[config.mk]
export PLATFORM = sky130hd
export DESIGN_NAME = pc_fetch_ctrl_flat
export DESIGN_NICKNAME = d
export VERILOG_FILES = /design/src/rtl/pc_fetch_ctrl_if.sv /design/src/rtl/pc_fetch_ctrl.sv /design/src/flat_wrapper.sv
export SDC_FILE = /design/constraint.sdc
export NUM_CORES = 1
export LEC_CHECK = 0
export BUFFER_PORTS_ARGS = -buffer_cell sky130_fd_sc_hd__buf_2
export CAP_MARGIN = 40
export CORE_MARGIN = 5
export CORE_UTILIZATION = 42
export CTS_CLUSTER_SIZE = 8
export DETAILED_ROUTE_END_ITERATION = 8
export PLACE_DENSITY = 0.78
export SYNTH_ARGS = -nofsm -noshare
export SYNTH_HDL_FRONTEND = slang
export SYNTH_SLANG_ARGS = --single-unit
[constraint.sdc]
create_clock -name clk -period 2.4 [get_ports clk]
set_input_delay 0.72 -clock clk [delete_from_list [all_inputs] [get_ports clk]]
set_output_delay 0.72 -clock clk [all_outputs]
set_load 0.01 [all_outputs]
[src/rtl/pc_fetch_ctrl_if.sv]
// Instruction-memory fetch request bundle (valid/ready/addr).
// Master is the fetch controller, slave is instruction memory.
interface pc_fetch_ctrl_if #(
    parameter int XLEN = 32
);
    logic            imem_req_valid;
    logic            imem_req_ready;
    logic [XLEN-1:0] imem_req_addr;

    modport master (
        output imem_req_valid,
        output imem_req_addr,
        input  imem_req_ready
    );

    modport slave (
        input  imem_req_valid,
        input  imem_req_addr,
        output imem_req_ready
    );
endinterface

[src/rtl/pc_fetch_ctrl.sv]
// PC and fetch-request controller with stall/redirect/trap/halt priority.
// Optional macro PC_MISALIGN_TRAP_EN: misaligned redirects enter the trap vector.
module pc_fetch_ctrl #(
    parameter int              XLEN         = 32,
    parameter logic [XLEN-1:0] RESET_VECTOR = 32'h0000_0000,
    parameter logic [XLEN-1:0] TRAP_VECTOR  = 32'h0000_0100
) (
    input  logic                  clk,
    input  logic                  reset,
    input  logic                  stall,
    input  logic                  redirect_valid,
    input  logic [XLEN-1:0]       redirect_target,
    input  logic                  trap_valid,
    input  logic                  halt,
    input  logic                  resume,
    pc_fetch_ctrl_if.master       imem,
    output logic [XLEN-1:0]       PC,
    output logic [XLEN-1:0]       PCPlus4,
    output logic                  redirect_taken,
    output logic                  misalign,
    output logic [1:0]            pc_state
);

    typedef enum logic [1:0] {
        IDLE   = 2'd0,
        RUN    = 2'd1,
        HALTED = 2'd2
    } state_t;

    state_t          state_q, state_d;
    logic [XLEN-1:0] pc_q, pc_d;
    logic            redirect_taken_q, redirect_taken_d;
    logic            misalign_d;
    logic            misaligned_redirect;
    logic            req_valid;
    logic            accept;

`ifdef PC_MISALIGN_TRAP_EN
    logic misalign_q;
    assign misaligned_redirect = redirect_valid &&
                                 (redirect_target[1:0] != 2'b00);
    assign misalign            = misalign_q;
`else
    assign misaligned_redirect = 1'b0;
    assign misalign            = 1'b0;
`endif

    assign req_valid = (state_q == RUN) && !stall;
    assign accept    = req_valid && imem.imem_req_ready;

    always_comb begin
        pc_d             = pc_q;
        state_d          = state_q;
        redirect_taken_d = 1'b0;
        misalign_d       = 1'b0;

        unique case (state_q)
            IDLE:    state_d = RUN;
            HALTED:  if (resume) state_d = RUN;
            default: ;
        endcase

        if (trap_valid || misaligned_redirect) begin
            pc_d             = TRAP_VECTOR;
            state_d          = RUN;
            redirect_taken_d = 1'b1;
            misalign_d       = misaligned_redirect;
        end else if (redirect_valid) begin
            pc_d             = {redirect_target[XLEN-1:2], 2'b00};
            redirect_taken_d = 1'b1;
        end else if (halt && state_q == RUN) begin
            state_d = HALTED;
        end else if (stall) begin
            pc_d = pc_q;
        end else if (accept) begin
            pc_d = pc_q + XLEN'(4);
        end
    end

    always_ff @(posedge clk) begin
        if (reset) begin
            pc_q             <= RESET_VECTOR;
            state_q          <= IDLE;
            redirect_taken_q <= 1'b0;
        end else begin
            pc_q             <= pc_d;
            state_q          <= state_d;
            redirect_taken_q <= redirect_taken_d;
        end
    end

`ifdef PC_MISALIGN_TRAP_EN
    always_ff @(posedge clk) begin
        if (reset) misalign_q <= 1'b0;
        else       misalign_q <= misalign_d;
    end
`endif

    assign imem.imem_req_valid = req_valid;
    assign imem.imem_req_addr  = pc_q;
    assign PC                  = pc_q;
    assign PCPlus4             = pc_q + XLEN'(4);
    assign redirect_taken      = redirect_taken_q;
    assign pc_state            = state_q;

endmodule

[src/flat_wrapper.sv]
// flat-port wrapper written by rule: the top's interface ports become plain ports
module pc_fetch_ctrl_flat 
#(
    parameter int              XLEN         = 32,
    parameter logic [XLEN-1:0] RESET_VECTOR = 32'h0000_0000,
    parameter logic [XLEN-1:0] TRAP_VECTOR  = 32'h0000_0100
)
  (clk, reset, stall, redirect_valid, redirect_target, trap_valid, halt, resume, PC, PCPlus4, redirect_taken, misalign, pc_state, imem_imem_req_valid, imem_imem_req_addr, imem_imem_req_ready);
  pc_fetch_ctrl_if #(.XLEN(XLEN)) imem_i ();
  input  logic clk;
  input  logic reset;
  input  logic stall;
  input  logic redirect_valid;
  input  logic [XLEN-1:0] redirect_target;
  input  logic trap_valid;
  input  logic halt;
  input  logic resume;
  output logic [XLEN-1:0] PC;
  output logic [XLEN-1:0] PCPlus4;
  output logic redirect_taken;
  output logic misalign;
  output logic [1:0] pc_state;
  output wire logic [$bits(imem_i.imem_req_valid)-1:0] imem_imem_req_valid;
  output wire logic [$bits(imem_i.imem_req_addr)-1:0] imem_imem_req_addr;
  input wire logic [$bits(imem_i.imem_req_ready)-1:0] imem_imem_req_ready;
  assign imem_imem_req_valid = imem_i.imem_req_valid;
  assign imem_imem_req_addr = imem_i.imem_req_addr;
  assign imem_i.imem_req_ready = imem_imem_req_ready;
  pc_fetch_ctrl #(.XLEN(XLEN), .RESET_VECTOR(RESET_VECTOR), .TRAP_VECTOR(TRAP_VECTOR)) u_core (.clk(clk), .reset(reset), .stall(stall), .redirect_valid(redirect_valid), .redirect_target(redirect_target), .trap_valid(trap_valid), .halt(halt), .resume(resume), .imem(imem_i), .PC(PC), .PCPlus4(PCPlus4), .redirect_taken(redirect_taken), .misalign(misalign), .pc_state(pc_state));
endmodule
### Yosys cells after proc, flatten, opt, wreduce, memory -nomap -nowiden

Index checks and enable logic that the tools add are counted.

* register bits: 35
* bits of input ports: 40
* logic and storage cells: 39

* $add $sub $neg: 1
* equality and inequality tests: 6
* muxes and demuxes: 12
* bitwise operators: 2
* reduce and logical (&&, ||, !) cells: 12

Operator list (count)
* 2-to-1 mux 32 bit: 4
* adder 32 x 3 -> 32 bit (second input constant): 1
* 2-to-1 mux 9 bit: 1
* AND reduction 3 bit: 3
* 2-to-1 mux 2 bit: 3
* case mux 2 bit (2 select lines): 1
* logical AND 1 bit: 3
* 2-to-1 mux 1 bit: 3
* != test 3 x 1 -> 1 bit (second input constant): 1
* != test 3 bit (second input constant): 1
* nonzero test 3 bit: 1
* OR reduction 3 bit: 1
* equality test 2 x 1 -> 1 bit (second input constant): 1
* equality test 2 bit (second input constant): 1
* zero test 2 bit: 1
* != test 2 x 1 -> 1 bit (second input constant): 1
* != test 2 bit (second input constant): 1
* NOT 1 bit: 2
* nonzero test 2 bit: 1
* OR reduction 2 bit: 1
* zero test 1 bit: 1

### Longest topological paths before layout

* word-level depth: 8
* mapped depth: 7
* mapped depth without buffers: 5

### Least setup slack after synthesis

Ideal clock, no wire load.

* path type: flip-flop to output port
* start point: reg u_core.pc_q[2], in the netlist u_core.PC[2]
* end point: out PCPlus4[28]
* data arrival time: 1.769 ns
* setup slack: -0.089 ns
* cell stages (with the launch flop): 7
* cell sequence: dfxtp_1 -> ha_1 -> nand3_4 -> nor4_2 -> buf_2 -> nand4_1 -> xnor2_1

* word-level cells in the longest chain between the ends: 1

Ends and longest elaborated chain
* start, declared: RTL line pc_fetch_ctrl.sv:31 `logic [XLEN-1:0] pc_q, pc_d;`
* start signal, assigned: RTL line pc_fetch_ctrl.sv:86 `pc_q <= pc_d;`
* adder 32 x 3 -> 32 bit: RTL line pc_fetch_ctrl.sv:102 `assign PCPlus4 = pc_q + XLEN'(4);`
* end, declared: RTL line flat_wrapper.sv:19 `output logic [XLEN-1:0] PCPlus4;`

No other way between the ends.

### Worst setup path in the final report

* start point: reg u_core.pc_q[10], in the netlist u_core.PC[10]
* end point: out PCPlus4[26]

Same word-level chain as after synthesis.

==> flow_summary_export.csv <==
group,metric,value,unit
run_status,violations,"setup timing",
finish,finish.instance_area,4070,um2
finish,fill_cells,570,
synth,yosysMostFrequentCell,"buf_4",
route,first_pass_iters,5,
route,wl_met3,823,um
route,routed_wl,9.72,mm
floorplanning,core.rowCount,29,
place,place_area,3500,um2
place,gp_congestion,0.833,
route,highest_layer,"met4",
timing,slew_violations,0,
clock_network,clockBufferDepth,2,
timing,slew_headroom,66.1,%
hold_path,min_path_type,"flop to flop",
clock_network,clock_sinks,33,
route,route.met2.wl,4.77,mm
clock_network,htree_levels,2,
route,wl_per_cell,16.4,um
timing,setup_viol,18,
critical_path,path_class,"flop to primary output",
timing,hold_violations,0,
global_route,grt_use_total,22.1,%
synth,ys_seq_area_share,23.8,%
synth,synth_area,2780,um2
finish,nets,557,
synth,synth_cell_types,51,
pwr,p_total,1.41,mW
floorplanning,chipHeight,91.3,um
synth,synthCells,361,
clock_network,cts_tree,"built",
place,port_buffers,131,
floorplanning,die-area,8330,um2
synth,yosys.area.top_type,"dfxtp_1",
place,dp_hpwl,6.71,mm
timing,fin_ws,-162,ps
synth,synth_area_leaders,"dfxtp_1 (24%), buf_4 (10%), xnor2_1 (7.9%)",
route,vias,3350,
route,drc,0,
floorplanning,die_w,91.3,um
clock_network,cts.reportedPaths.clkPinSlew,80,ps
synth,async_reset_ff_share,0,%
global_route,antenna_found_initial,0,
synth,synth_flop_cell,"dfxtp_1",
critical_path,cp.required,1680,ps
global_route,grt_pass1_vias,3169,
timing,tightest_slew,503,ps
route,viasPerCell,5.65,
synth,synth_edf_count,0,
flow_run,drv_cap,0,
clock_network,clock_latency,300,ps
clock_network,cts_root_buf,"clkbuf_8",
pwr,powerDensity,346,nW/um2
timing,rsz0062_at_grt,"true",
finish,multiInputGateArea,1880,um2
synth,synth_top_area_share,23.8,%
synth,netlist_top_cells_count,"buf_4 (38), dfxtp_1 (33), nor2_1 (25), xnor2_1 (25), o21ai_0 (23)",
finish,fin_util,63.7,%
finish,drive_above_1_share,52.9,%
run_status,outcome,"finished, violations left",
timing,finalClockSkew,10.9,ps
synth,ys_ff_latch,33,
global_route,grt-ovfl-total,0,
route,wl_met1,3.92,mm
global_route,grt_max_degree,30,
timing,min_period,2560,ps
finish,areaGrowthSynthToFinish,46.7,%
floorplanning,num_io_pins,141,
finish,n_antenna_cell,0,
clock_network,cts_buffers,5,
global_route,grt_pass1_wl,15.3,mm
finish,regArea,699,um2
synth,ys.warnings.count,0,
critical_path,cp_data_arrival_time,1840,ps
pwr,peakVddDrop,0.230,mV
critical_path,critPathMaxFanout,5,
pwr,p_leak,1.94,nW
route,detail_route.iter0.violations,152,
floorplanning,start_util,43.5,%
floorplanning,core_area,6390,um2
timing,finalCritPeriodShare,107,%
critical_path,cp-end-kind,"primary output",
clock_network,hold_buffers,0,
route,antenna_left,0,
synth,postSynthAreaPerCell,7.69,um2
timing,max_freq,390,MHz
critical_path,critPathLaunchType,"flop",
cell type report:
| type | instances | area share [%] |
|---|---|---|
| tap | 77 | 2.37 |
| multi-input combinational | 260 | 46.1 |
| clock buffer | 6 | 2.03 |
| timing repair buffer | 208 | 31.4 |
| inverter | 8 | 0.738 |
| clock inverter | 1 | 0.184 |
| sequential | 33 | 17.2 |
logic make-up after synthesis:
kind of cell,count (synthesis),synth area share [%]
and+or+nand+nor,148,32.4
buffers and inverters,74,15.8
AOI/OAI and AO/OA,69,16.4
xor gates and xnor gates,35,11.0
DFF,33,23.8
adders and majority gates,1,0.451
other,1,0.135
state kept, by name, summed over array words and instances, names as in the netlist:
register / cells
u_core.pc_state: 2
u_core.redirect_taken: 1
u_core.PC: 30
placed cells by master, fill, tap and decap left out, types with 7 or more instances in the layout:
cell type  netlist  final
a31oi_1         11     11
nor3_1          12     10
nand2_1         21     17
o21ai_0         23     23
nand4_1         22     22
nor2b_1          7      7
nand3_1         10      9
dfxtp_1         33     14
buf_6            1      9
dfxtp_2          0     13
buf_2            7    132
xnor2_1         25     19
a311oi_1         8      8
nor3b_1          7      7
xor2_1          10     10
a211oi_1         8      8
inv_1            7      7
buf_4           38     66
conb_1           1      7
nor2_1          25     19
repair_timing:
item / in CTS / in global routing
resized for setup: 39 / 28
setup buffers: 23 / 14
setup endpoints to repair: 21 / 22
pin swaps: 10 / 23
cloned: 1 / 0
layer usage:
metal  GRT usage [%]  up-vias
li1                -     1584
met1            28.1     1564
met2            36.7      178
met3            5.29       24
met4            6.97        0
met5               0        -
worst paths after layout:
path	from	endpoint	slack [ps]	cells after the start
max	u_core.PC[10]$_SDFFE_PP0P_	PCPlus4[26]	-160	6
min	u_core.pc_state[1]$_SDFF_PP0_	u_core.pc_state[1]$_SDFF_PP0_	540	2
max reg2reg	u_core.PC[10]$_SDFFE_PP0P_	u_core.PC[30]$_SDFFE_PP0P_	240	10
min reg2reg	u_core.pc_state[1]$_SDFF_PP0_	u_core.pc_state[1]$_SDFF_PP0_	540	2
report_power, final:
part / leakage, nW / total (mW) / switching, mW / internal, mW
registers: 0.280 / 0.604 / 0.0330 / 0.571
clock network: 0.0433 / 0.456 / 0.229 / 0.227
logic: 1.62 / 0.350 / 0.192 / 0.159
total: 1.94 / 1.41 / 0.453 / 0.957
stage by stage:
step           hold WS, ps  setup slack [ps]  TNS, ps  instances
5_1_grt                587              -305    -4030        593
2_1_floorplan          527              11.6        0        367
3_5_place_dp           527              47.9        0        549
4_1_cts                538              -130    -1150        580
3_3_place_gp           503              91.4        0        549
6_report               543              -162    -1660        593
critical path, stage by stage, from the launching register on:
cell and delay (ps):
dfxtp_2 350, nand4_1 190, nor4_4 370, buf_6 170
nand4_1 150, xnor2_2 170, buf_2 140
Note: power is estimated with default switching activity, not from simulation.
